[config.mk]
export PLATFORM = sky130hd
export DESIGN_NAME = sr_debounce_ctrl_flat
export DESIGN_NICKNAME = d
export VERILOG_FILES = /design/src/rtl/sr_debounce_ctrl_if.sv /design/src/rtl/sr_debounce_ctrl.sv /design/src/flat_wrapper.sv
export SDC_FILE = /design/constraint.sdc
export NUM_CORES = 1
export LEC_CHECK = 0
export CORE_MARGIN = 4
export CORE_UTILIZATION = 55
export DETAILED_ROUTE_END_ITERATION = 12
export GPL_TIMING_DRIVEN = 0
export PLACE_DENSITY = 0.86
export SLEW_MARGIN = 15
export SYNTH_ARGS = -nofsm -noshare
export SYNTH_HDL_FRONTEND = slang
export SYNTH_SLANG_ARGS = --single-unit
export TNS_END_PERCENT = 1
[constraint.sdc]
create_clock -name clk -period 1.8 [get_ports clk]
set_clock_uncertainty 0.15 [all_clocks]
set_input_delay 0.18 -clock clk [delete_from_list [all_inputs] [get_ports clk]]
set_output_delay 0.18 -clock clk [all_outputs]
set_load 0.1 [all_outputs]
[src/rtl/sr_debounce_ctrl_if.sv]
// Button/pulse bundle between raw push-buttons, the debouncer and SR_latch.
// The master drives the buttons; the slave (debouncer) drives the pulses and levels.
interface sr_debounce_ctrl_if;
  logic set_btn;
  logic rst_btn;
  logic s;
  logic r;
  logic set_lvl;
  logic rst_lvl;
  logic conflict;

  modport master (
    output set_btn,
    output rst_btn,
    input  s,
    input  r,
    input  set_lvl,
    input  rst_lvl,
    input  conflict
  );

  modport slave (
    input  set_btn,
    input  rst_btn,
    output s,
    output r,
    output set_lvl,
    output rst_lvl,
    output conflict
  );
endinterface

[src/rtl/sr_debounce_ctrl.sv]
// Synchronise and debounce SET/RESET buttons, emit one-cycle s/r pulses.
// A simultaneous debounced press raises conflict instead of s and r.
module sr_debounce_ctrl #(
  parameter int DEBOUNCE_CYC = 16,
  parameter int CNT_W        = 8
) (
  input logic            clk,
  input logic            reset,
  sr_debounce_ctrl_if.slave bus
);

  localparam logic [CNT_W-1:0] LAST = CNT_W'(DEBOUNCE_CYC - 1);

  // bit 0 = SET channel, bit 1 = RESET channel
  logic [1:0]       raw;
  logic [1:0]       meta;
  logic [1:0]       sync;
  logic [1:0]       stable;
  logic [1:0]       stable_d;
  logic [1:0]       rise;
  logic [CNT_W-1:0] cnt [2];
  logic             s_q;
  logic             r_q;
  logic             conflict_q;

  assign raw  = {bus.rst_btn, bus.set_btn};
  assign rise = stable & ~stable_d;

  always_ff @(posedge clk or negedge reset) begin
    if (!reset) begin
      meta     <= '0;
      sync     <= '0;
      stable   <= '0;
      stable_d <= '0;
      for (int i = 0; i < 2; i++) begin
        cnt[i] <= '0;
      end
    end else begin
      meta     <= raw;
      sync     <= meta;
      stable_d <= stable;
      // Any return to the stable value throws the partial count away.
      for (int i = 0; i < 2; i++) begin
        unique case (1'b1)
          (sync[i] == stable[i]): begin
            cnt[i] <= '0;
          end
          (sync[i] != stable[i]) && (cnt[i] == LAST): begin
            stable[i] <= sync[i];
            cnt[i]    <= '0;
          end
          (sync[i] != stable[i]) && (cnt[i] != LAST): begin
            cnt[i] <= cnt[i] + 1'b1;
          end
        endcase
      end
    end
  end

  always_ff @(posedge clk or negedge reset) begin
    if (!reset) begin
      s_q        <= 1'b0;
      r_q        <= 1'b0;
      conflict_q <= 1'b0;
    end else begin
      unique case (1'b1)
        (rise == 2'b11): begin
          s_q        <= 1'b0;
          r_q        <= 1'b0;
          conflict_q <= 1'b1;
        end
        (rise != 2'b11): begin
          s_q        <= rise[0];
          r_q        <= rise[1];
          conflict_q <= 1'b0;
        end
      endcase
    end
  end

  assign bus.s        = s_q;
  assign bus.r        = r_q;
  assign bus.conflict = conflict_q;
  assign bus.set_lvl  = stable[0];
  assign bus.rst_lvl  = stable[1];

endmodule

[src/flat_wrapper.sv]
// flat-port wrapper written by rule: the top's interface ports become plain ports
module sr_debounce_ctrl_flat 
#(
  parameter int DEBOUNCE_CYC = 16,
  parameter int CNT_W        = 8
)
  (clk, reset, bus_set_btn, bus_rst_btn, bus_s, bus_r, bus_set_lvl, bus_rst_lvl, bus_conflict);
  sr_debounce_ctrl_if bus_i ();
  input logic clk;
  input logic reset;
  input wire logic [$bits(bus_i.set_btn)-1:0] bus_set_btn;
  input wire logic [$bits(bus_i.rst_btn)-1:0] bus_rst_btn;
  output wire logic [$bits(bus_i.s)-1:0] bus_s;
  output wire logic [$bits(bus_i.r)-1:0] bus_r;
  output wire logic [$bits(bus_i.set_lvl)-1:0] bus_set_lvl;
  output wire logic [$bits(bus_i.rst_lvl)-1:0] bus_rst_lvl;
  output wire logic [$bits(bus_i.conflict)-1:0] bus_conflict;
  assign bus_i.set_btn = bus_set_btn;
  assign bus_i.rst_btn = bus_rst_btn;
  assign bus_s = bus_i.s;
  assign bus_r = bus_i.r;
  assign bus_set_lvl = bus_i.set_lvl;
  assign bus_rst_lvl = bus_i.rst_lvl;
  assign bus_conflict = bus_i.conflict;
  sr_debounce_ctrl #(.DEBOUNCE_CYC(DEBOUNCE_CYC), .CNT_W(CNT_W)) u_core (.clk(clk), .reset(reset), .bus(bus_i));
endmodule
==> run summary <==
Outcome = finished clean
Final min period = 1.73 ns
Clk_lat worst skew = 0.33 ns
Area grow syn2layout = 14.0%
Detailed-route DRC error count = 0
Top cell type's share of synthesized area = 61.8%
Worst Reg-to-Reg Cells = 3
Largest family of logic cells by synthesized area = simple AND/OR/NAND/NOR gates
PortBufs = 8
Num rows = 15
Antenna violations before repair = 0
Setup WS post-layout = 0.0696 ns
Post-synthesis simple-gate area fraction = 19.6%
Max_slew headroom = 62.1%
Type of origin of the critical path = flip-flop
Post-CTS Setup Bufs = 0
CP max FO = 5
Drt first-iter violations = 10
Tightest Hold Check Type = in2reg
YS warnings = 0
Final Hold Viols = 0
Pre-CTS setup slack = -0.106 ns
Yosys top cell by area = dfrtp_1
Max-Cap Viols = 0
CTS tree = yes
Final Cell Area = 1250 µm²
Final HPWL DP = 1.36 mm
Post-Syn Area = 1090 µm²
Synth Area in XOR/XNOR = 4.00%
Peak supply drop = 0.613 mV
Multiplexer share of the synthesized area = 2.06%
Antenna cells = 0
Syn nets = 102
Worst-path clk slew = 0.15 ns
H-tree depth = 1
Setup Crit Path Kind = reg2reg
Total gr overflow = 0
Layout cells sized above 1 = 12.8%
Post-route setup TNS = 0 ns
DIE WIDTH = 52.6 µm
Die height = 52.6 µm
All-Layer GR Usage = 16.4%
Crit path arrival time = 1.81 ns
Synth Register Bits = 27
Number of global-route vias before repair = 756
Cell count of the worst hold path = 1
Worst Hold Launch = bus_rst_btn
DRT antenna net count = 0
Sequential-to-total area share from yosys stat = 61.8%
Compound-gate portion of the synthesized area = 9.27%
Highest clock rate = 0.578 GHz
Num CTS Buffers = 3
Vias per cell = 5.66
Placed cell areas = 1200 µm²
Setup-failing EPs final = 0
Largest net degree at the start of global routing = 28
Die area = 2770 µm²
Syn avg cell area = 11.4 µm²
Pwr Total = 955 µW
Wirelength per Cell = 13.8 µm
Initial Util = 60.7%
Worst Setup End Kind = flip-flop
Clk buf depth = 2
Cell count after synthesis = 96
Routed Wire Length = 1.86 mm
CP Launch Point = u_core.cnt[4]$_DFF_PN0_
Worst-margin pin slew = 0.569 ns
Pleak = 0.525 nW
Reg-to-Reg Start = u_core.cnt[4]$_DFF_PN0_
CP required = 1.88 ns
Clock Tree Root = clkbuf_4
Top cells by area, synth = dfrtp_1 (62%), or3_1 (4.0%), a21oi_1 (3.7%)
Nets = 116
Via count = 758
Top Ports = 9
GP Congestion = 0.917
Area share of fa/ha/maj cells after synthesis = 2.29%
Final Max Tran Viols = 0
# clock sinks = 27
Period utilization = 96.1%
Synth unique cells = 25
RSZ-0062 raised after global routing = no
Pwr dens = 767 nW/µm²
Fillcell total = 142
DR pass1 iterations = 2
Core ar. = 1800 µm²
First-pass GRT wire length = 3.30 mm
[critical path, cell delays in order, from the launching register on]
cell,delay [ns]
dfrtp_1,0.45
or4_4,0.58
nor2_2,0.13
mux2_1,0.33
[synthesized netlist by cell type]
master    instances
a21oi_1           8
a31oi_1           1
a41o_1            1
dfrtp_1          27
ha_1              2
inv_1             3
mux2_1            1
mux2_2            1
nand2_1           5
nand2b_1          4
nand3_1           6
nand4_1           2
nand4b_1          1
nor2_1            8
nor2_2            1
nor2b_1           2
nor4_1            1
o211ai_1          1
o21ai_0           6
o21bai_1          1
or3_1             7
or3b_2            1
or4_4             1
xnor2_1           4
xor2_1            1
[routing by layer]
layer | up-vias | wire (µm) | GRT usage, %
li1 | 364 | - | -
met1 | 370 | 884 | 21.0
met2 | 19 | 828 | 25.2
met3 | 5 | 113 | 6.27
met4 | 0 | 29 | 5.96
met5 | - | 0 | 0
[where the power goes]
part / switching [mW] / total (mW) / internal, mW
clock network: 0.176 / 0.261 / 0.0849
logic: 0.0328 / 0.0547 / 0.0219
registers: 0.0159 / 0.639 / 0.623
total: 0.225 / 0.955 / 0.730
[cells by family (layout without fill, tap and decap cells)]
| logic type | count (synthesis) | count (layout) |
|---|---|---|
| multiplexers | 2 | 2 |
| AND/OR/NAND/NOR | 39 | 39 |
| adder cells (fa/ha/maj) | 2 | 2 |
| XOR/XNOR | 5 | 5 |
| buffers and inverters | 3 | 16 |
| AO/OA/AOI/OAI | 18 | 18 |
| flip-flops | 27 | 27 |
[per-stage QoR]
stage | util (%) | hold slack, ns | cells
detailed placement | 66.9 | 0.186 | 129
global placement | 66.9 | 0.182 | 129
floorplan | - | -0.266 | 96
finish | 69.2 | 0.116 | 134
global route | 69.2 | 0.105 | 134
CTS | 68.9 | 0.117 | 133
[cells in the final DEF (no fill, tap or decap), types with 2 or more instances in the layout]
master           Yosys  routed
dfrtp_1             27      27
a21oi_1              8       8
nor2_1               8       8
or3_1                7       7
nand3_1              6       6
o21ai_0              6       6
nand2_1              5       5
clkdlybuf4s15_2      0       5
xnor2_1              4       4
nand2b_1             4       4
inv_1                3       3
clkbuf_4             0       3
nand4_1              2       2
nor2b_1              2       2
ha_1                 2       2
clkdlybuf4s50_1      0       2
[area by class of cell]
class / instances / area (µm²) / share of cell area (%)
clock inverter: 1 / 7.51 / 0.602
tap: 25 / 31.3 / 2.51
multi-input combinational: 66 / 407 / 32.6
sequential: 27 / 676 / 54.2
inverter: 3 / 11.3 / 0.904
timing repair buffer: 9 / 91.3 / 7.33
clock buffer: 3 / 22.5 / 1.81
[worst paths after layout]
check                                                 to  slack, ns
hold / removal                  u_core.meta[1]$_DFF_PN0_       0.12
setup reg to reg            u_core.stable[1]$_DFFE_PN0P_       0.07
min in group asynchronous  u_core.bus.conflict$_DFF_PN0_       0.20
max in group asynchronous        u_core.cnt[7]$_DFF_PN0_       0.91
setup / recovery            u_core.stable[1]$_DFFE_PN0P_       0.07
hold reg to reg                 u_core.sync[0]$_DFF_PN0_       0.22
[state kept, by name (all words and copies together), names as in the netlist]
| register | cells |
|---|---|
| u_core.stable_d | 2 |
| u_core.bus.conflict | 1 |
| u_core.stable | 2 |
| u_core.sync | 2 |
| u_core.bus.s | 1 |
| u_core.cnt | 16 |
| u_core.bus.r | 1 |
| u_core.meta | 2 |
[what timing repair did]
item / 4_1_cts / 5_1_grt
hold buffers: 0 / 1
endpoints found under the hold margin: 0 / 27
gates resized for setup: 15 / 0
endpoints found under the setup margin: 5 / 0
(Power assumes the default switching activity.)
